`src/rtl/cesa_recovery_unit_pkg.sv`:
```
// rtl/cesa_recovery_unit_pkg.sv - shared types and constants for the CESA recovery unit
package cesa_recovery_unit_pkg;
   localparam int CESA_BLK_W = 8;
   localparam int CESA_CNT_W = 16;

   typedef enum logic [1:0] {
      IDLE = 2'd0,
      EVAL = 2'd1,
      FIX  = 2'd2,
      DONE = 2'd3
   } cesa_state_e;
endpackage

```
`src/rtl/block8.sv`:
```
// rtl/block8.sv - 8-bit speculative adder block; cout estimated from the upper nibble only
module block8 (
   input  logic [7:0] a,
   input  logic [7:0] b,
   input  logic       cin,
   output logic [7:0] sum,
   output logic       cout_est
);
   logic [3:0] g;
   logic [3:0] p;

   assign sum = a + b + {7'd0, cin};
   assign g   = a[7:4] & b[7:4];
   assign p   = a[7:4] ^ b[7:4];

   // Carry into bit 4 is assumed zero, so a carry rippling up from the low nibble is missed
   assign cout_est = g[3] | (p[3] & g[2]) | (p[3] & p[2] & g[1]) | (p[3] & p[2] & p[1] & g[0]);
endmodule

```
`src/rtl/cesa_blk_chk.sv`:
```
// rtl/cesa_blk_chk.sv - exact 8-bit ripple carry of one block from its speculative carry in
module cesa_blk_chk (
   input  logic [7:0] a,
   input  logic [7:0] b,
   input  logic       cin,
   output logic       cout
);
   logic c;

   always_comb begin
      c = cin;
      for (int i = 0; i < 8; i++) begin
         c = (a[i] & b[i]) | ((a[i] ^ b[i]) & c);
      end
   end

   assign cout = c;
endmodule

```
`src/rtl/cesa_recovery_unit.sv`:
```
// rtl/cesa_recovery_unit.sv - carry-estimating speculative adder with one-cycle exact recovery
// Optional error counter output err_cnt_o enabled by CESA_ERR_COUNT_EN.
module cesa_recovery_unit
   import cesa_recovery_unit_pkg::*;
#(
   parameter int WIDTH = 32
) (
   input  logic                  clk_i,
   input  logic                  rst_ni,
`ifdef CESA_ERR_COUNT_EN
   output logic [CESA_CNT_W-1:0] err_cnt_o,
`endif
   input  logic                  valid_i,
   output logic                  ready_o,
   input  logic [WIDTH-1:0]      a_i,
   input  logic [WIDTH-1:0]      b_i,
   input  logic                  cin_i,
   output logic                  valid_o,
   input  logic                  ready_i,
   output logic [WIDTH-1:0]      sum_o,
   output logic                  cout_o,
   output logic                  spec_err_o
);
   localparam int NBLK = WIDTH / CESA_BLK_W;

   cesa_state_e      state;
   logic [WIDTH-1:0] a_r;
   logic [WIDTH-1:0] b_r;
   logic             cin_r;
   logic [NBLK:0]    c;
   logic [NBLK-1:0]  err;
   logic [WIDTH-1:0] spec_sum;
   logic [WIDTH:0]   exact;
   logic             accept;

   assign c[0] = cin_r;

   generate
      for (genvar k = 0; k < NBLK; k++) begin : g_blk
         logic chk_c;

         block8 u_b8 (
            .a        (a_r[k*CESA_BLK_W +: CESA_BLK_W]),
            .b        (b_r[k*CESA_BLK_W +: CESA_BLK_W]),
            .cin      (c[k]),
            .sum      (spec_sum[k*CESA_BLK_W +: CESA_BLK_W]),
            .cout_est (c[k+1])
         );

         cesa_blk_chk u_chk (
            .a    (a_r[k*CESA_BLK_W +: CESA_BLK_W]),
            .b    (b_r[k*CESA_BLK_W +: CESA_BLK_W]),
            .cin  (c[k]),
            .cout (chk_c)
         );

         assign err[k] = chk_c ^ c[k+1];
      end
   endgenerate

   // Operands stay stable from EVAL through FIX, so this adder is a 2-cycle path
   assign exact  = {1'b0, a_r} + {1'b0, b_r} + {{WIDTH{1'b0}}, cin_r};
   assign ready_o = (state == IDLE) | ((state == DONE) & ready_i);
   assign accept  = valid_i & ready_o;

   always_ff @(posedge clk_i or negedge rst_ni) begin
      if (!rst_ni) begin
         state      <= IDLE;
         a_r        <= '0;
         b_r        <= '0;
         cin_r      <= 1'b0;
         valid_o    <= 1'b0;
         sum_o      <= '0;
         cout_o     <= 1'b0;
         spec_err_o <= 1'b0;
      end else begin
         case (state)
            IDLE: begin
               if (accept) begin
                  a_r   <= a_i;
                  b_r   <= b_i;
                  cin_r <= cin_i;
                  state <= EVAL;
               end
            end
            EVAL: begin
               // All local checks clean means every block cin was exact
               if (|err) begin
                  state <= FIX;
               end else begin
                  sum_o      <= spec_sum;
                  cout_o     <= c[NBLK];
                  spec_err_o <= 1'b0;
                  valid_o    <= 1'b1;
                  state      <= DONE;
               end
            end
            FIX: begin
               sum_o      <= exact[WIDTH-1:0];
               cout_o     <= exact[WIDTH];
               spec_err_o <= 1'b1;
               valid_o    <= 1'b1;
               state      <= DONE;
            end
            DONE: begin
               if (ready_i) begin
                  valid_o <= 1'b0;
                  if (valid_i) begin
                     a_r   <= a_i;
                     b_r   <= b_i;
                     cin_r <= cin_i;
                     state <= EVAL;
                  end else begin
                     state <= IDLE;
                  end
               end
            end
            default: state <= IDLE;
         endcase
      end
   end

`ifdef CESA_ERR_COUNT_EN
   always_ff @(posedge clk_i or negedge rst_ni) begin
      if (!rst_ni) begin
         err_cnt_o <= '0;
      end else if ((state == FIX) && (err_cnt_o != {CESA_CNT_W{1'b1}})) begin
         err_cnt_o <= err_cnt_o + 1'b1;
      end
   end
`endif
endmodule
```
`config.mk`:
```
export PLATFORM = sky130hd
export DESIGN_NAME = cesa_recovery_unit
export DESIGN_NICKNAME = d
export VERILOG_FILES = /design/src/rtl/cesa_recovery_unit_pkg.sv /design/src/rtl/block8.sv /design/src/rtl/cesa_blk_chk.sv /design/src/rtl/cesa_recovery_unit.sv
export SDC_FILE = /design/constraint.sdc
export NUM_CORES = 1
export LEC_CHECK = 0
export BUFFER_PORTS_ARGS = -buffer_cell sky130_fd_sc_hd__buf_4
export CAP_MARGIN = 20
export CORE_ASPECT_RATIO = 0.6
export CORE_UTILIZATION = 35
export DETAILED_ROUTE_END_ITERATION = 8
export GPL_TIMING_DRIVEN = 0
export HOLD_SLACK_MARGIN = 0.12
export PLACE_DENSITY = 0.6
export RECOVER_POWER = 100
export SLEW_MARGIN = 20
export SYNTH_ARGS = -nofsm -noshare
export SYNTH_HDL_FRONTEND = slang
export SYNTH_HIERARCHICAL = 1
export SYNTH_SLANG_ARGS = --single-unit
```
`constraint.sdc`:
```
create_clock -name clk_i -period 3.4 [get_ports clk_i]
set_input_delay 0 -clock clk_i [delete_from_list [all_inputs] [get_ports clk_i]]
set_output_delay 0 -clock clk_i [all_outputs]
set_load 0.03 [all_outputs]
```
==> metrics.md <==
| Metric | Value |
|---|---|
| CTS root buffer | clkbuf_16 |
| ANT cells | 0 |
| Max Fclk | 288 MHz |
| Async S/R FF share, synth | 100% |
| Layout cells sized above 1 | 26.3% |
| Syn_nets | 992 |
| Total wire length | 23700 µm |
| Synth top area share | 32.1% |
| Initial DRC count | 432 |
| Cells after synthesis | 817 |
| Core Area | 0.0222 mm² |
| Clk pin slew, worst setup/hold paths | 0.08 ns |
| Critical path class | register to register |
| Worst EP required | 3.70 ns |
| Setup-failing EPs final | 4 |
| Worst Hold Margin | 0.406 ns |
| Vias in the first global route | 6982 |
| Unrepaired setup endpoints after global routing | true |
| Max incr delay on CP | 0.45 ns |
| Cell variety after synth | 52 |
| Clock Sinks | 102 |
| Critical path's top delay family | compound AO/OA/AOI/OAI gates |
| Total grt overflow | 0 |
| Initial antenna violation count | 0 |
| Register area share after synthesis | 32.1% |
| Crit Path Max Fanout | 6 |
| DR WL/cell | 17.5 µm |
| Max-Cap Viols | 1 |
| Site Rows | 42 |
| Worst-path cell chain | ha_4 > o21ai_2 > nand2b_1 > o311ai_2 > nand2b_1 > a21oi_2 > o221ai_2 > a221o_1 > xor2_2 > o41ai_4 > nand2_2 > buf_8 > or3_4 > mux2i_2 > a211o_1 |
| Synth warnings | 6 |
| Final HPWL DP | 17200 µm |
| Final worst path period share | 102% |
| Worst-margin pin slew | 2.64 ns |
| Yosys top cell by area | dfrtp_1 |
| Vias | 7125 |
| Worst Path Buf+Inv | 1 |
| Largest net degree at the start of global routing | 103 |
| Slew margin rel. | -75.7% |
| Main synth FF type | dfrtp_1 |
| CTS Buffer Depth | 2 |
| Most used cell, CP | nand2b_1 |
| Skew-Pair Late Insertion Delay | 0.36 ns |
| Final min period | 3.48 ns |
| Total Nets Final | 1222 |
| Gr usage total | 21.0% |
| Pins Over Slew Limit | 103 |
| GPL Wtd Cong | 0.923 |
| TritonRoute pass-1 iters | 5 |
| H-tree depth | 3 |
| Ports | 105 |
| Top cells by area, synth | dfrtp_1 32%, ha_1 15%, mux2_2 9.3%, a21oi_1 4.0%, xnor2_1 3.3% |
| Detail Route Antenna Nets | 0 |
| DRC Markers | 0 |
| Vias per cell | 5.24 |
| CP endpoint kind | register |
| Die height | 119 µm |
| EDFF count, synth | 0 |
| Fin. Hold Viols | 0 |
| Failing checks | capacitance limit, slew limit, setup timing |
| Crit path launch type | register |
| Synthesized area | 0.00795 mm² |
| I/O Buffers | 104 |
| Setup Skew | 0.0100 ns |
| Area added between synthesis and finish | 35.2% |
| Final worst-path setup slack | -0.0760 ns |
| TritonCTS buffer count | 9 |
| Status | finished, violations left |
| Die X | 197 µm |
| CP max stage cell | dfrtp_2 |
| HP Class | primary input to register |
| Count leader, synth | dfrtp_1 |
| Mapped Avg Cell Area | 9.73 µm² |
| First-pass GRT wire length | 38100 µm |
| Post-synth top cells | 102 x dfrtp_1, 96 x ha_1, 66 x mux2_2 |
| Critical path arrival | 3.78 ns |
| Starting Density | 35.8% |
| Synth Register Bits | 102 |
| Die area | 0.0233 mm² |
| CTS tree | yes |
## registers in the layout (all words and copies together) (netlist names)
signal      flops
cin_r           1
sum_o          32
a_r            32
valid_o         1
cout_o          1
spec_err_o      1
b_r            32
state           2
## cells in the final DEF (no fill, tap or decap), types with 37 or more instances in the layout
master	instances
nand2_1	51
inv_1	37
buf_4	105
dfrtp_1	94
dlygate4sd3_1	68
a21oi_1	58
mux2_2	66
clkbuf_1	55
nor2_1	38
ha_1	89
## area by class of cell
cell class                 instances  area (µm²)
fill                            2122       11400
multi-input combinational        647        5400
sequential                       102        2560
timing repair buffer             220        1760
tap                              308         385
clock buffer                       9         225
buffer                            30         214
inverter                          37         139
clock inverter                     7        65.1
## per-layer routing
metal  track usage, %  part of all wire, %  wire [µm]  vias up
li1                 -                    -          -     3450
met1             33.2                   52      12400     3412
met2             28.2                   39       9320      243
met3             4.79                  7.5       1780       20
met4             4.05                  1.1        254        0
met5                0                    0          0        -
## cell families (layout without fill, tap and decap cells)
group / Yosys count / count (layout) / share of synthesized area, %
simple gates: 196 / 196 / 12.3
xor+xnor: 44 / 44 / 4.85
fa+ha+maj: 106 / 106 / 17.6
mux: 84 / 84 / 11.6
flops: 102 / 102 / 32.1
compound gates: 217 / 217 / 18.2
buf+inv: 68 / 303 / 3.24
## stage by stage
| stage | area, µm² | std cells | setup WS, ns | utilization, % | TNS (ns) |
|---|---|---|---|---|---|
| 6_report | 10700 | 1360 | -0.0760 | 48.5 | -0.196 |
| 5_1_grt | 10700 | 1360 | -0.267 | 48.5 | -2.80 |
| 4_1_cts | 10800 | 1359 | -0.185 | 48.6 | -1.92 |
| 3_5_place_dp | 9160 | 1229 | -0.830 | 41.3 | -24.53 |
| 3_3_place_gp | 9150 | 1229 | -0.784 | 41.3 | -22.60 |
| 2_1_floorplan | 7990 | 817 | 0.00162 | - | 0 |
## tightest hold or removal path: stages
cell           delay, ns
dlygate4sd3_1       0.52
buf_4               0.10
mux2_2              0.12
## final timing paths
check	depth (start not counted)	slack (ns)	from	endpoint
setup / recovery	15	-0.08	b_r[13]	sum_o[30]
hold / removal	3	0.41	b_i[7]	b_r[7]
setup reg to reg	15	-0.08	b_r[13]	sum_o[30]
hold reg to reg	2	0.49	sum_o[3]	sum_o[3]
max in group asynchronous	2	0.63	rst_ni	a_r[13]
min in group asynchronous	2	0.95	rst_ni	a_r[3]
## repair_timing
item | CTS | global route
hold endpoints to repair | 170 | 0
resized for setup | 68 | 36
gates cloned | 4 | 0
setup endpoints to repair | 35 | 34
buffers inserted | 45 | 8
hold buffers | 68 | 0
pin swaps | 28 | 22
Power is left out: the tool's default activity adds up to more than one toggle a clock period on the data nets, which glitch-free logic cannot reach.
